===== src/rtl/pci_target_ctrl.sv =====
// PCI target data-phase controller: decodes memory read/write commands, drives TRDY#/STOP#/AD enable
// and runs single or burst transfers against a small byte-maskable register file.
module pci_target_ctrl #(
    parameter int WORDS          = 4,
    parameter int DEVSEL_TIMEOUT = 4
) (
    input  logic        clk,
    input  logic        rst_n,
    input  logic        frame,
    input  logic        irdy,
    input  logic        devsel,
    input  logic [3:0]  cbe,
    input  logic [31:0] ad_in,
    output logic [31:0] ad_out,
    output logic        ad_oe,
    output logic        trdy,
    output logic        stop
);

    localparam logic [2:0] IDLE        = 3'd0;
    localparam logic [2:0] WAIT_DEVSEL = 3'd1;
    localparam logic [2:0] READ_TA     = 3'd2;
    localparam logic [2:0] DATA        = 3'd3;
    localparam logic [2:0] DISCONNECT  = 3'd4;
    localparam logic [2:0] TURN        = 3'd5;
    localparam logic [2:0] IGNORE      = 3'd6;

    localparam logic [3:0] CMD_MEM_RD = 4'b0110;
    localparam logic [3:0] CMD_MEM_WR = 4'b0111;

    // Byte enables are active low: a 0 in beN[i] replaces byte i.
    function automatic logic [31:0] mergeBytes(input logic [31:0] oldWord,
                                               input logic [31:0] newWord,
                                               input logic [3:0]  beN);
        logic [31:0] w;
        w = oldWord;
        for (int i = 0; i < 4; i++) begin
            if (!beN[i]) begin
                w[8*i +: 8] = newWord[8*i +: 8];
            end else begin
                w[8*i +: 8] = oldWord[8*i +: 8];
            end
        end
        return w;
    endfunction

    logic [2:0]  state;
    logic [2:0]  stateNext;
    logic        frameQ;
    logic [3:0]  cmd;
    logic [3:0]  cmdNext;
    logic [1:0]  idx;
    logic [1:0]  idxNext;
    logic [3:0]  waitCnt;
    logic [3:0]  waitCntNext;
    logic [31:0] mem [WORDS];

    logic        addrPhase;
    logic        isRead;
    logic        xfer;
    logic        wrEn;
    logic [31:0] wrWord;
    logic        oeNext;
    logic [31:0] rdWord;

    assign addrPhase = !frame && frameQ;
    assign isRead    = (cmd == CMD_MEM_RD);
    assign xfer      = (state == DATA) && !irdy && !trdy;
    assign wrEn      = xfer && !isRead;
    assign wrWord    = mergeBytes(mem[idx], ad_in, cbe);

    // Next-state, index, command and DEVSEL# wait counter
    always_comb begin
        stateNext   = state;
        idxNext     = idx;
        cmdNext     = cmd;
        waitCntNext = waitCnt;
        case (state)
            IDLE: begin
                if (addrPhase) begin
                    cmdNext     = cbe;
                    idxNext     = ad_in[3:2];
                    waitCntNext = 4'd0;
                    if ((cbe == CMD_MEM_RD) || (cbe == CMD_MEM_WR)) begin
                        stateNext = WAIT_DEVSEL;
                    end else begin
                        stateNext = IGNORE;
                    end
                end else begin
                    stateNext = IDLE;
                end
            end
            WAIT_DEVSEL: begin
                if (!devsel) begin
                    stateNext = isRead ? READ_TA : DATA;
                end else if (waitCnt == 4'(DEVSEL_TIMEOUT - 1)) begin
                    stateNext = IGNORE;
                end else begin
                    waitCntNext = waitCnt + 4'd1;
                end
            end
            READ_TA: stateNext = DATA;
            DATA: begin
                if (xfer) begin
                    if (frame) begin
                        stateNext = TURN;
                    end else if (idx != 2'd3) begin
                        idxNext = idx + 2'd1;
                    end else begin
                        // End of the register file: the index saturates and the master is disconnected.
                        stateNext = DISCONNECT;
                    end
                end else begin
                    stateNext = DATA;
                end
            end
            DISCONNECT: begin
                if (frame) begin
                    stateNext = TURN;
                end else begin
                    stateNext = DISCONNECT;
                end
            end
            TURN: stateNext = IDLE;
            IGNORE: begin
                if (frame && irdy) begin
                    stateNext = IDLE;
                end else begin
                    stateNext = IGNORE;
                end
            end
            default: stateNext = IDLE;
        endcase
    end

    // Output enable and read data are derived from the next state so they leave the flops directly
    always_comb begin
        oeNext = 1'b0;
        rdWord = mem[idxNext];
        if ((cmdNext == CMD_MEM_RD) &&
            ((stateNext == READ_TA) || (stateNext == DATA) || (stateNext == DISCONNECT))) begin
            oeNext = 1'b1;
        end else begin
            oeNext = 1'b0;
        end
        if (wrEn && (idxNext == idx)) begin
            rdWord = wrWord;
        end else begin
            rdWord = mem[idxNext];
        end
    end

    // State, register file and registered bus outputs
    always_ff @(posedge clk) begin
        if (!rst_n) begin
            state   <= IDLE;
            frameQ  <= 1'b1;
            cmd     <= 4'd0;
            idx     <= 2'd0;
            waitCnt <= 4'd0;
            trdy    <= 1'b1;
            stop    <= 1'b1;
            ad_oe   <= 1'b0;
            ad_out  <= 32'd0;
            for (int i = 0; i < WORDS; i++) begin
                mem[i] <= 32'd0;
            end
        end else begin
            state   <= stateNext;
            frameQ  <= frame;
            cmd     <= cmdNext;
            idx     <= idxNext;
            waitCnt <= waitCntNext;
            trdy    <= (stateNext != DATA);
            stop    <= (stateNext != DISCONNECT);
            ad_oe   <= oeNext;
            if (oeNext) begin
                ad_out <= rdWord;
            end else begin
                ad_out <= ad_out;
            end
            if (wrEn) begin
                mem[idx] <= wrWord;
            end else begin
                mem[idx] <= mem[idx];
            end
        end
    end

endmodule

===== config.mk =====
export PLATFORM = sky130hd
export DESIGN_NAME = pci_target_ctrl
export DESIGN_NICKNAME = d
export VERILOG_FILES = /design/src/rtl/pci_target_ctrl.sv
export SDC_FILE = /design/constraint.sdc
export NUM_CORES = 1
export LEC_CHECK = 0
export BUFFER_PORTS_ARGS = -buffer_cell sky130_fd_sc_hd__clkbuf_2
export CAP_MARGIN = 15
export CORE_MARGIN = 1
export CORE_UTILIZATION = 33
export CTS_CLUSTER_SIZE = 28
export DETAILED_ROUTE_END_ITERATION = 8
export GPL_TIMING_DRIVEN = 0
export PLACE_DENSITY_LB_ADDON = 0.1
export SYNTH_ARGS = -nofsm -noshare
export SYNTH_HDL_FRONTEND = slang
export SYNTH_SLANG_ARGS = --single-unit

===== constraint.sdc =====
create_clock -name clk -period 3.5 [get_ports clk]
set_input_delay 0.35 -clock clk [delete_from_list [all_inputs] [get_ports clk]]
set_output_delay 0.35 -clock clk [all_outputs]
set_load 0.005 [all_outputs]

==> results of run 1 <==
## Yosys cell counts, types with 6 or more instances
library cell / count / area, um^2
sky130_fd_sc_hd__and2_1: 51 / 319
sky130_fd_sc_hd__and3_1: 54 / 338
sky130_fd_sc_hd__buf_2: 14 / 70.1
sky130_fd_sc_hd__clkbuf_1: 25 / 93.8
sky130_fd_sc_hd__dfxtp_1: 49 / 981
sky130_fd_sc_hd__edfxtp_1: 128 / 3840
sky130_fd_sc_hd__inv_1: 9 / 33.8
sky130_fd_sc_hd__mux2_2: 22 / 248
sky130_fd_sc_hd__mux2i_1: 140 / 1400
sky130_fd_sc_hd__mux4_2: 32 / 721
sky130_fd_sc_hd__nand2_1: 19 / 71.3
sky130_fd_sc_hd__nor2_1: 28 / 105
sky130_fd_sc_hd__nor2b_1: 46 / 288
sky130_fd_sc_hd__o21ai_0: 6 / 30.0
## state kept, by name (all words and copies together) (netlist names)
name / flops
ad_oe: 1
ad_out: 32
cmd: 4
frameQ: 1
idx: 2
mem: 128
state: 3
stop: 1
trdy: 1
waitCnt: 4
## where the power goes
group,internal [mW],switching [mW],total (mW),leakage (nW)
sequential,2.63,0.155,2.79,1.77
combinational,0.941,1.23,2.17,1.97
clock,1.02,0.930,1.95,0.282
## through the flow
step	utilization	setup WS, ns	TNS (ns)	instances	total power, mW
global route	0.392	0.0767	0	1143	7.24
detailed placement	0.369	0.119	0	1109	5.01
floorplan	-	0.953	0	689	4.30
global placement	0.366	-0.771	-49.52	1105	4.94
CTS	0.391	0.0895	0	1141	6.95
finish	0.392	0.245	0	1143	6.90
## worst max path at each step
stage | from | end | cells past startpoint
after floorplan | idx[1] | mem[0][0] | 6
after global placement | idx[1] | mem[0][14] | 6
after detailed placement | idx[0] | mem[1][16] | 6
after CTS | idx[0] | mem[1][16] | 6
after global routing | idx[1] | mem[0][3] | 7
final | idx[0] | mem[0][23] | 7
## metal layers
layer,vias up,global-route usage,wire (um)
met5,-,0,0
met3,23,0.0369,1250
met2,158,0.322,12800
met1,3021,0.252,11600
met4,0,0.0590,403
li1,2756,-,-
## cell usage in the layout, fill, tap and decap left out, types with 5 or more instances in the layout
cell,n
sky130_fd_sc_hd__nor2b_1,44
sky130_fd_sc_hd__nand2b_1,5
sky130_fd_sc_hd__mux4_2,32
sky130_fd_sc_hd__clkbuf_2,75
sky130_fd_sc_hd__buf_1,5
sky130_fd_sc_hd__mux2i_1,140
sky130_fd_sc_hd__mux2_2,22
sky130_fd_sc_hd__clkbuf_1,25
sky130_fd_sc_hd__and2_1,51
sky130_fd_sc_hd__nand2_1,15
sky130_fd_sc_hd__nor2_1,28
sky130_fd_sc_hd__o21ai_0,6
sky130_fd_sc_hd__nand3_1,5
sky130_fd_sc_hd__and3_1,54
sky130_fd_sc_hd__buf_2,14
sky130_fd_sc_hd__clkbuf_16,17
sky130_fd_sc_hd__dfxtp_1,49
sky130_fd_sc_hd__edfxtp_1,128
sky130_fd_sc_hd__inv_1,9
## cells by family after synthesis
kind of cell | Yosys count | synth area share
AOI/OAI and AO/OA | 27 | 0.0216
xor gates and xnor gates | 2 | 0.00193
adders and majority gates | 1 | 0.00138
buffers and inverters | 58 | 0.0293
DFF | 177 | 0.533
muxes | 194 | 0.262
and+or+nand+nor | 230 | 0.152
## area by class of cell
type	instances	area, um^2
Multi-Input combinational cell	454	3980
Fill cell	2588	16400
Buffer	49	231
Sequential cell	177	4820
Tap cell	341	427
Clock inverter	15	166
Clock buffer	17	425
Timing Repair Buffer	80	478
Antenna cell	1	2.50
Inverter	9	33.8
## worst register-to-register path, delay by kind of cell (launching register included)
family	cells	cell delay [ns]
buffers and inverters	5	2.06
and+or+nand+nor	2	0.62
DFF	1	0.31
==> summary.txt, run 1 <==
Worst setup path
  • Category of the worst setup path launch point: flop
  • Cell chain of the critical path: buf_2 -> clkbuf_1 -> buf_1 -> or2_2 -> clkbuf_1 -> nand2_2 -> buf_12
  • Cell family contributing the most delay on the critical path: buffers and inverters
  • Standard cell with the maximum stage delay on the critical path: sky130_fd_sc_hd__clkbuf_1
  • Data required time of the critical path: roughly 3.7 ns
  • Crit end category: flop
  • Max Fanout on Critical Path: 19
  • Arrival time of the worst setup path: between 3 and 4 ns
  • Number of cells on the worst reg-to-reg path: 7
  • Worst R2R Setup Slack: 0.25 ns
  • Crit path buf inv count: 5
  • Endpoint of the lowest-slack register-to-register path: mem[0][23]
  • Most common cell type on the critical path: sky130_fd_sc_hd__clkbuf_1
  • Largest stage delay on the critical path: about 0.63 ns
  • Launching point of the worst reg2reg path: idx[0]
  • Worst Path Class, Setup: reg2reg

Clock network
  • Number of buffers added for setup after CTS: 0
  • CTS tree: built
  • CTS H-tree lvls: 4
  • Clock root cell: sky130_fd_sc_hd__clkbuf_16
  • Clock transition at path regs: about 0.070 ns
  • Number of clock sinks: between 150 and 200
  • Post-CTS resize count: 0
  • Post-cts hold buffer count: 0
  • Maximum clock path buffer count: 2
  • Skew-Pair Late Insertion Delay: ~0.44 ns
  • CTS Buf Count: 17

STA
  • Setup repair after global routing missed its margin: no
  • Max frequency: around 0.31 GHz
  • Final number of hold-violating endpoints: 0
  • Worst max-slew margin expressed relative to the limit: 0.296
  • Worst clock skew on the final layout: around 0.015 ns
  • Number of setup violations in the final report: 0
  • Actual slew at the worst max-slew pin: 1.06 ns
  • Max-slew violation total from the final report: 0
  • Hold_ws: 0.226 ns
  • Crit share post-route: 0.930
  • Clock period minus final worst setup slack: ~3.3 ns

Yosys
  • Mapped Area: a little over 0.009 mm^2
  • Register bit total from synthesis: 177
  • Fraction of the yosys area taken by sequential cells: 0.533
  • Synth Net Count: about 730
  • Synth Area per Inst: 13.1 um^2
  • Dominant register cell in the synthesized netlist: sky130_fd_sc_hd__edfxtp_1
  • Async set-or-reset flop fraction in the synthesized netlist: 0
  • Number of different library cells in the post-synthesis netlist: 50
  • Number of flops mapped to enable cells by yosys: between 100 and 150
  • Synth Warn #: 0
  • Syn Inst Count: ~690

Detailed routing
  • Number of design-rule violations left by the first detailed-router iteration: 405
  • DRC Markers: 0
  • Total number of vias: 5958
  • Post-DR vias/cell: between 5 and 6
  • Antenna Violating Nets Remaining: 0
  • Detailed Route WL: between 20000 and 30000 um
  • First-pass detailed-route iteration total: 4
  • Average detailed-routed wire length per instance: ~23 um

Layout
  • Non-Filler Cell Area, Final: about 0.011 mm^2
  • Number of nets at the end of the flow: between 800 and 900
  • Fraction of layout instances using a drive strength above 1: 0.252
  • Layout Area Growth over Synthesis: 16.7%

Run
  • Max-Cap Viols: 0

Floorplan
  • Die H: roughly 170 um
  • Core outline area: around 0.027 mm^2
  • Placement Rows: 60
  • Top-level I/O count: between 70 and 80
  • Starting utilization of the core area: 0.336
  • Die X: around 170 um
  • Area enclosed by the die boundary: ~0.028 mm^2

Placed design
  • Detailed placer's ending HPWL: about 18000 um
  • Port Buffer Count: 75
  • Post-Place Cell Area: around 0.01 mm^2
  • Placer Congestion: 0.806

Run status
  • Status: complete, no violations

Global routing
  • Pin count of the biggest net entering global routing: 21
  • Total overflow reported by the global router: 0
  • Number of antenna violations at the first check in global routing: 2
  • Vias in the first global route: ~6300
  • First-pass GRT wire length: 39400 um
  • GRT Resource Usage Total: 0.193

Power
  • Worst supply voltage drop on vdd: roughly 320 uV
  • Static Leak: approximately 4 nW
  • Cell Pwr Density: between 600 and 700 mW/mm^2

Min path
  • Worst hold path endpoint: cmd[1]
  • Source of the worst hold timing path: cbe[1]
  • Path type of the worst min-delay path: in2reg
  • Worst hold path depth: 3
Power figures use the tool's default switching activity.
==> inputs of run 2 (changes only) <==
ABC_AREA = 1   (was default)
==> summary.txt, run 2 <==
STA
  • Number of setup violations in the final report: 0 (unchanged)
  • Post-layout worst setup margin: 0.330 ns (was 0.245 ns)
  • Final number of hold-violating endpoints: 0 (unchanged)
  • Max-slew violation total from the final report: 0 (unchanged)
  • Max frequency: 0.315 GHz (was 0.307 GHz)
  • Setup repair after global routing missed its margin: no (unchanged)
  • Hold_ws: 0.224 ns (was 0.226 ns)
  • Clock period minus final worst setup slack: 3.17 ns (was 3.25 ns)
  • Worst max-slew margin expressed relative to the limit: 0.341 (was 0.296)
  • Actual slew at the worst max-slew pin: 0.989 ns (was 1.06 ns)
  • Worst clock skew on the final layout: 0.0155 ns (was 0.0149 ns)
  • Crit share post-route: 0.906 (was 0.930)

Yosys
  • Cell taking the most area after synthesis: sky130_fd_sc_hd__edfxtp_1 (unchanged)
  • Synth Warn #: 0 (unchanged)
  • Commonest cells in the netlist: sky130_fd_sc_hd__nand2_1, sky130_fd_sc_hd__nor2_1, sky130_fd_sc_hd__inv_1 (was sky130_fd_sc_hd__mux2i_1, sky130_fd_sc_hd__edfxtp_1, sky130_fd_sc_hd__and3_1)
  • Synth Area per Inst: 7.82 um^2 (was 13.1 um^2)
  • Synth Net Count: 1271 (was 731)
  • Share of the synthesized area in the top cell type: 0.400 (was 0.424)
  • Mapped Area: 0.00962 mm^2 (was 0.00906 mm^2)
  • Most frequently used cell type in the post-synthesis netlist: sky130_fd_sc_hd__nand2_1 (was sky130_fd_sc_hd__mux2i_1)
  • Fraction of the yosys area taken by sequential cells: 0.502 (was 0.533)
  • Async set-or-reset flop fraction in the synthesized netlist: 0 (unchanged)
  • Number of flops mapped to enable cells by yosys: 128 (unchanged)
  • Register bit total from synthesis: 177 (unchanged)
  • Dominant register cell in the synthesized netlist: sky130_fd_sc_hd__edfxtp_1 (unchanged)
  • Area contributors post-synth: sky130_fd_sc_hd__edfxtp_1, sky130_fd_sc_hd__dfxtp_1, sky130_fd_sc_hd__nand2_1 (was sky130_fd_sc_hd__edfxtp_1, sky130_fd_sc_hd__mux2i_1, sky130_fd_sc_hd__dfxtp_1)
  • Syn Inst Count: 1229 (was 689)
  • Number of different library cells in the post-synthesis netlist: 36 (was 50)

Power
  • Static Leak: 5.23 nW (was 4.02 nW)
  • Worst supply voltage drop on vdd: 328 uV (was 319 uV)
  • Cell Pwr Density: 772 mW/mm^2 (was 653 mW/mm^2)

Global routing
  • Global-route track usage on met2: 0.360 (was 0.322)
  • Fraction of met1 tracks used by global routing: 0.316 (was 0.252)
  • Top Usage Layer GRT: met2 (unchanged)
  • Total overflow reported by the global router: 0 (unchanged)
  • Met3 capacity usage during global routing: 0.0253 (was 0.0369)
  • First-pass GRT wire length: 49300 um (was 39400 um)
  • Vias in the first global route: 7892 (was 6275)
  • Number of antenna violations at the first check in global routing: 0 (was 2)
  • Pin count of the biggest net entering global routing: 23 (was 21)
  • GRT Resource Usage Total: 0.225 (was 0.193)

Worst setup path
  • Data required time of the critical path: 3.68 ns (about the same)
  • Worst Path Class, Setup: reg2reg (unchanged)
  • Max Fanout on Critical Path: 22 (was 19)
  • Category of the worst setup path launch point: flop (unchanged)
  • Crit end category: flop (unchanged)
  • Arrival time of the worst setup path: 3.35 ns (was 3.43 ns)

Clock network
  • Post-CTS resize count: 0 (unchanged)
  • Clock transition at path regs: 0.07 ns (about the same)
  • Post-cts hold buffer count: 0 (unchanged)
  • Number of buffers added for setup after CTS: 0 (unchanged)
  • Skew-Pair Late Insertion Delay: 0.44 ns (about the same)
  • Maximum clock path buffer count: 2 (unchanged)
  • Clock root cell: sky130_fd_sc_hd__clkbuf_16 (unchanged)
  • CTS Buf Count: 17 (unchanged)
  • Number of clock sinks: 177 (unchanged)
  • CTS H-tree lvls: 4 (unchanged)
  • CTS tree: built (unchanged)

Placed design
  • Post-Place Cell Area: 0.0106 mm^2 (was 0.00996 mm^2)
  • DP Worst Slack: 0.327 ns (was 0.119 ns)
  • Placer Congestion: 0.839 (was 0.806)
  • Port Buffer Count: 74 (was 75)
  • Detailed placer's ending HPWL: 22900 um (was 17700 um)

Layout
  • Number of antenna diodes: 0 (was 1)
  • Final design utilization: 0.387 (was 0.392)
  • Largest registers: mem: 128 flops, ad_out: 32 flops (unchanged)
  • Fill cell instance count of the final layout: 3102 (was 2588)
  • Register with the most flip-flops: mem (unchanged)
  • Commonest cells after routing, fill and taps aside: sky130_fd_sc_hd__nand2_1, sky130_fd_sc_hd__nor2_1, sky130_fd_sc_hd__inv_1 (was sky130_fd_sc_hd__mux2i_1, sky130_fd_sc_hd__edfxtp_1, sky130_fd_sc_hd__clkbuf_2)
  • Non-Filler Cell Area, Final: 0.0111 mm^2 (was 0.0106 mm^2)
  • Number of flip-flops in the largest register: 128 (unchanged)
  • Number of nets at the end of the flow: 1368 (was 830)
  • Fraction of layout instances using a drive strength above 1: 0.141 (was 0.252)
  • Layout Area Growth over Synthesis: 15.6% (was 16.7%)
  • Most common cell after layout, fill and taps aside: sky130_fd_sc_hd__nand2_1 (was sky130_fd_sc_hd__mux2i_1)

Floorplan
  • Placement Rows: 62 (was 60)
  • Starting utilization of the core area: 0.335 (was 0.336)
  • Area enclosed by the die boundary: 0.0298 mm^2 (was 0.0281 mm^2)
  • Top-level I/O count: 76 (unchanged)
  • Die H: 173 um (was 168 um)
  • Core outline area: 0.0287 mm^2 (was 0.0270 mm^2)
  • Die X: 173 um (was 168 um)

Detailed routing
  • Detailed Route WL: 33100 um (was 26100 um)
  • DRC Markers: 0 (unchanged)
  • Antenna Violating Nets Remaining: 0 (unchanged)
  • Number of design-rule violations left by the first detailed-router iteration: 554 (was 405)
  • Total number of vias: 8275 (was 5958)
  • First-pass detailed-route iteration total: 5 (was 4)
  • Post-DR vias/cell: 4.80 (was 5.21)
  • Average detailed-routed wire length per instance: 19.2 um (was 22.8 um)

Run status
  • Status: complete, no violations (unchanged)

Min path
  • Path type of the worst min-delay path: in2reg (unchanged)

Run
  • Max-Cap Viols: 0 (unchanged)
-- run 2: cell count changes in the layout (fill, tap and decap cells not counted), moves of 32 or more --
cell and change:
sky130_fd_sc_hd__and3_1 -54, sky130_fd_sc_hd__nor2b_1 -44, sky130_fd_sc_hd__mux4_2 -32, sky130_fd_sc_hd__and2_1 -51
sky130_fd_sc_hd__o21ai_0 +47, sky130_fd_sc_hd__nor2_1 +185, sky130_fd_sc_hd__a21oi_1 +36, sky130_fd_sc_hd__mux2i_1 -140
sky130_fd_sc_hd__inv_1 +184, sky130_fd_sc_hd__nand2_1 +223, sky130_fd_sc_hd__nand3_1 +110
-- run 2: where the power goes --
| part | leakage, nW | total (mW) | internal [mW] | switching (mW) |
|---|---|---|---|---|
| Sequential | 1.76 | 2.97 | 2.79 | 0.185 |
| Clock | 0.276 | 1.91 | 0.993 | 0.913 |
| Combinational | 3.20 | 3.70 | 1.08 | 2.62 |
-- run 2: layer usage --
layer,share of wire,wire length [um],vias up
met5,0,0,-
met4,0.021,711,0
met3,0.051,1680,35
met2,0.45,14900,248
met1,0.48,15800,3837
li1,-,-,4155
-- run 2: final timing paths --
path                                 start         end  slack, ns  cells after the start
worst max-delay path                idx[1]  mem[0][12]       0.33                      8
worst min-delay path                cbe[0]      cmd[0]       0.22                      3
worst max register to register      idx[1]  mem[0][12]       0.33                      8
worst min register to register  waitCnt[1]  waitCnt[1]       0.51                      2
-- run 2: cell families after synthesis --
group	after synthesis	share of synthesized area
DFF	177	0.502
buffers and inverters	272	0.116
AOI/OAI and AO/OA	146	0.0942
and+or+nand+nor	633	0.286
adders and majority gates	1	0.00130
-- run 2: critical path, cell delays in order (launching register included) --
cell                       delay, ns
sky130_fd_sc_hd__dfxtp_1        0.31
sky130_fd_sc_hd__clkbuf_2       0.23
sky130_fd_sc_hd__nor2_1         0.10
sky130_fd_sc_hd__inv_1          0.07
sky130_fd_sc_hd__buf_2          0.31
sky130_fd_sc_hd__buf_4          0.27
sky130_fd_sc_hd__clkbuf_1       0.76
sky130_fd_sc_hd__nand2_2        0.50
sky130_fd_sc_hd__buf_12         0.34
-- run 2: area by class of cell --
class,count,area [um^2],area share
sequential,177,4820,0.434
multi-input combinational,780,3680,0.331
inverter,196,736,0.0662
tap,384,480,0.0432
timing repair buffer,78,450,0.0405
clock buffer,18,429,0.0386
buffer,76,384,0.0346
clock inverter,14,129,0.0116
-- run 2: stage by stage --
step	TNS, ns	total power, mW	instances
after global routing	0	9.05	1723
after global placement	-58.62	6.63	1687
final	0	8.58	1723
after CTS	0	8.57	1723
after floorplan	0	5.30	1229
after detailed placement	0	6.68	1691
==> inputs of run 3 (changes only) <==
CELL_PAD_IN_SITES_DETAIL_PLACEMENT = 0   (was default)
CELL_PAD_IN_SITES_GLOBAL_PLACEMENT = 1   (was default)
==> summary.txt, run 3 (same netlist as run 2, synthesis figures left out) <==
Run status
  • Status: complete, no violations (unchanged)

Worst setup path
  • Launching point of the worst reg2reg path: idx[1] (unchanged)
  • Arrival time of the worst setup path: 3.40 ns (was 3.35 ns)
  • Category of the worst setup path launch point: flop (unchanged)
  • Crit path buf inv count: 6 (unchanged)
  • Cell family contributing the most delay on the critical path: buffers and inverters (unchanged)
  • Number of cells on the worst reg-to-reg path: 8 (unchanged)
  • Data required time of the critical path: 3.68 ns (about the same)
  • Endpoint of the lowest-slack register-to-register path: mem[1][8] (was mem[0][12])
  • Worst Path Class, Setup: reg2reg (unchanged)
  • Standard cell with the maximum stage delay on the critical path: sky130_fd_sc_hd__clkbuf_1 (unchanged)
  • Worst R2R Setup Slack: 0.28 ns (was 0.33 ns)
  • Crit end category: flop (unchanged)
  • Cell chain of the critical path: clkbuf_2 -> clkinv_1 -> nand2_1 -> buf_2 -> buf_4 -> clkbuf_1 -> nand2_2 -> buf_12 (was clkbuf_2 -> nor2_1 -> inv_1 -> buf_2 -> buf_4 -> clkbuf_1 -> nand2_2 -> buf_12)
  • Max Fanout on Critical Path: 21 (was 22)
  • Largest stage delay on the critical path: 0.53 ns (was 0.76 ns)

Clock network
  • CTS tree: built (unchanged)
  • Number of clock sinks: 177 (unchanged)
  • Clock root cell: sky130_fd_sc_hd__clkbuf_16 (unchanged)
  • Post-CTS resize count: 0 (unchanged)
  • Post-cts hold buffer count: 0 (unchanged)
  • Clock transition at path regs: 0.07 ns (about the same)
  • Number of buffers added for setup after CTS: 0 (unchanged)
  • Skew-Pair Late Insertion Delay: 0.44 ns (about the same)
  • CTS H-tree lvls: 4 (unchanged)
  • Maximum clock path buffer count: 2 (unchanged)
  • CTS Buf Count: 17 (unchanged)

Detailed routing
  • Antenna Violating Nets Remaining: 0 (unchanged)
  • Number of design-rule violations left by the first detailed-router iteration: 690 (was 554)
  • First-pass detailed-route iteration total: 5 (unchanged)
  • DRC Markers: 0 (unchanged)
  • Total number of vias: 8254 (was 8275)
  • Post-DR vias/cell: 4.79 (was 4.80)
  • Average detailed-routed wire length per instance: 19.6 um (was 19.2 um)
  • Detailed Route WL: 33800 um (was 33100 um)

STA
  • Clock period minus final worst setup slack: 3.22 ns (was 3.17 ns)
  • Sum of negative setup slack: 0 ns (unchanged)
  • Worst max-slew margin expressed relative to the limit: 0.423 (was 0.341)
  • Max-slew violation total from the final report: 0 (unchanged)
  • Worst clock skew on the final layout: 0.0177 ns (was 0.0155 ns)
  • Final number of hold-violating endpoints: 0 (unchanged)
  • Actual slew at the worst max-slew pin: 0.865 ns (was 0.989 ns)
  • Hold_ws: 0.248 ns (was 0.224 ns)
  • Number of setup violations in the final report: 0 (unchanged)
  • Setup repair after global routing missed its margin: no (unchanged)
  • Max frequency: 0.311 GHz (was 0.315 GHz)
  • Crit share post-route: 0.919 (was 0.906)

Floorplan
  • Starting utilization of the core area: 0.335 (unchanged)
  • Area enclosed by the die boundary: 0.0298 mm^2 (unchanged)
  • Die X: 173 um (unchanged)
  • Top-level I/O count: 76 (unchanged)
  • Placement Rows: 62 (unchanged)
  • Die H: 173 um (unchanged)
  • Core outline area: 0.0287 mm^2 (unchanged)

Min path
  • Path type of the worst min-delay path: in2reg (unchanged)
  • Worst hold path endpoint: cmd[0] (unchanged)
  • Worst hold path depth: 3 (unchanged)
  • Source of the worst hold timing path: cbe[0] (unchanged)

Power
  • Total Power Consumption: 8.61 mW (was 8.58 mW)
  • Worst supply voltage drop on vdd: 317 uV (was 328 uV)
  • Cell Pwr Density: 770 mW/mm^2 (was 772 mW/mm^2)
  • Static Leak: 5.26 nW (was 5.23 nW)

Global routing
  • Pin count of the biggest net entering global routing: 28 (was 23)
  • First-pass GRT wire length: 50500 um (was 49300 um)
  • GRT Resource Usage Total: 0.231 (was 0.225)
  • Total overflow reported by the global router: 0 (unchanged)
  • Number of antenna violations at the first check in global routing: 0 (unchanged)
  • Vias in the first global route: 8164 (was 7892)

Placed design
  • Port Buffer Count: 74 (unchanged)
  • Detailed placer's ending HPWL: 23100 um (was 22900 um)
  • Placed Cells incl. Taps: 1691 (unchanged)
  • Placer Congestion: 0.811 (was 0.839)

Layout
  • Number of flip-flops in the largest register: 128 (unchanged)
  • Number of standard cells in the final layout excluding fillers: 1723 (unchanged)
  • Fraction of layout instances using a drive strength above 1: 0.140 (was 0.141)
  • Most common cell after layout, fill and taps aside: sky130_fd_sc_hd__nand2_1 (unchanged)
  • Final design utilization: 0.389 (was 0.387)
  • Number of nets at the end of the flow: 1368 (unchanged)
  • Fill cell instance count of the final layout: 3137 (was 3102)
  • Commonest cells after routing, fill and taps aside: sky130_fd_sc_hd__nand2_1, sky130_fd_sc_hd__nor2_1, sky130_fd_sc_hd__inv_1 (unchanged)
  • Register with the most flip-flops: mem (unchanged)
  • Number of antenna diodes: 0 (unchanged)
  • Largest registers: mem: 128 flops, ad_out: 32 flops (unchanged)
  • Layout Area Growth over Synthesis: 16.2% (was 15.6%)

Run
  • Max-Cap Viols: 0 (unchanged)
[run 3: per-layer routing]
metal / GRT usage / up-vias / share of wire
met4: 0.0730 / 0 / 0.023
met2: 0.373 / 238 / 0.46
met3: 0.0292 / 42 / 0.051
li1: - / 4159 / -
met1: 0.321 / 3815 / 0.47
met5: 0 / - / 0
[run 3: worst min-delay path, cell delays in order]
cell	delay [ns]
sky130_fd_sc_hd__clkbuf_2	0.12
sky130_fd_sc_hd__o21ai_1	0.09
sky130_fd_sc_hd__nor2_1	0.08
[run 3: worst max path at each step]
stage / cells past startpoint / start / end
finish: 8 / idx[1] / mem[1][8]
global route: 8 / idx[1] / mem[1][22]
CTS: 8 / idx[1] / mem[1][22]
detailed placement: 8 / idx[1] / mem[1][6]
global placement: 7 / idx[1] / mem[1][6]
floorplan: 7 / idx[1] / mem[1][0]
[run 3: report_power, final]
part	switching, mW	leakage [nW]	total (mW)	internal [mW]
combinational	2.54	3.20	3.61	1.08
clock	0.890	0.300	2.02	1.13
sequential	0.185	1.76	2.97	2.79
[run 3: layout make-up]
type / count / area [um^2] / area share
Clock inverter: 10 / 106 / 0.00952
Inverter: 196 / 736 / 0.0659
Timing Repair Buffer: 78 / 450 / 0.0403
Tap cell: 384 / 480 / 0.0430
Sequential cell: 177 / 4820 / 0.432
Buffer: 76 / 384 / 0.0344
Multi-Input combinational cell: 780 / 3680 / 0.330
Clock buffer: 22 / 508 / 0.0455
[run 3: metrics by stage]
stage	area [um^2]	setup WS (ns)
after floorplan	9620	1.08
after global placement	10500	-0.733
after detailed placement	10600	0.241
after CTS	11200	0.228
after global routing	11200	0.161
final	11200	0.283
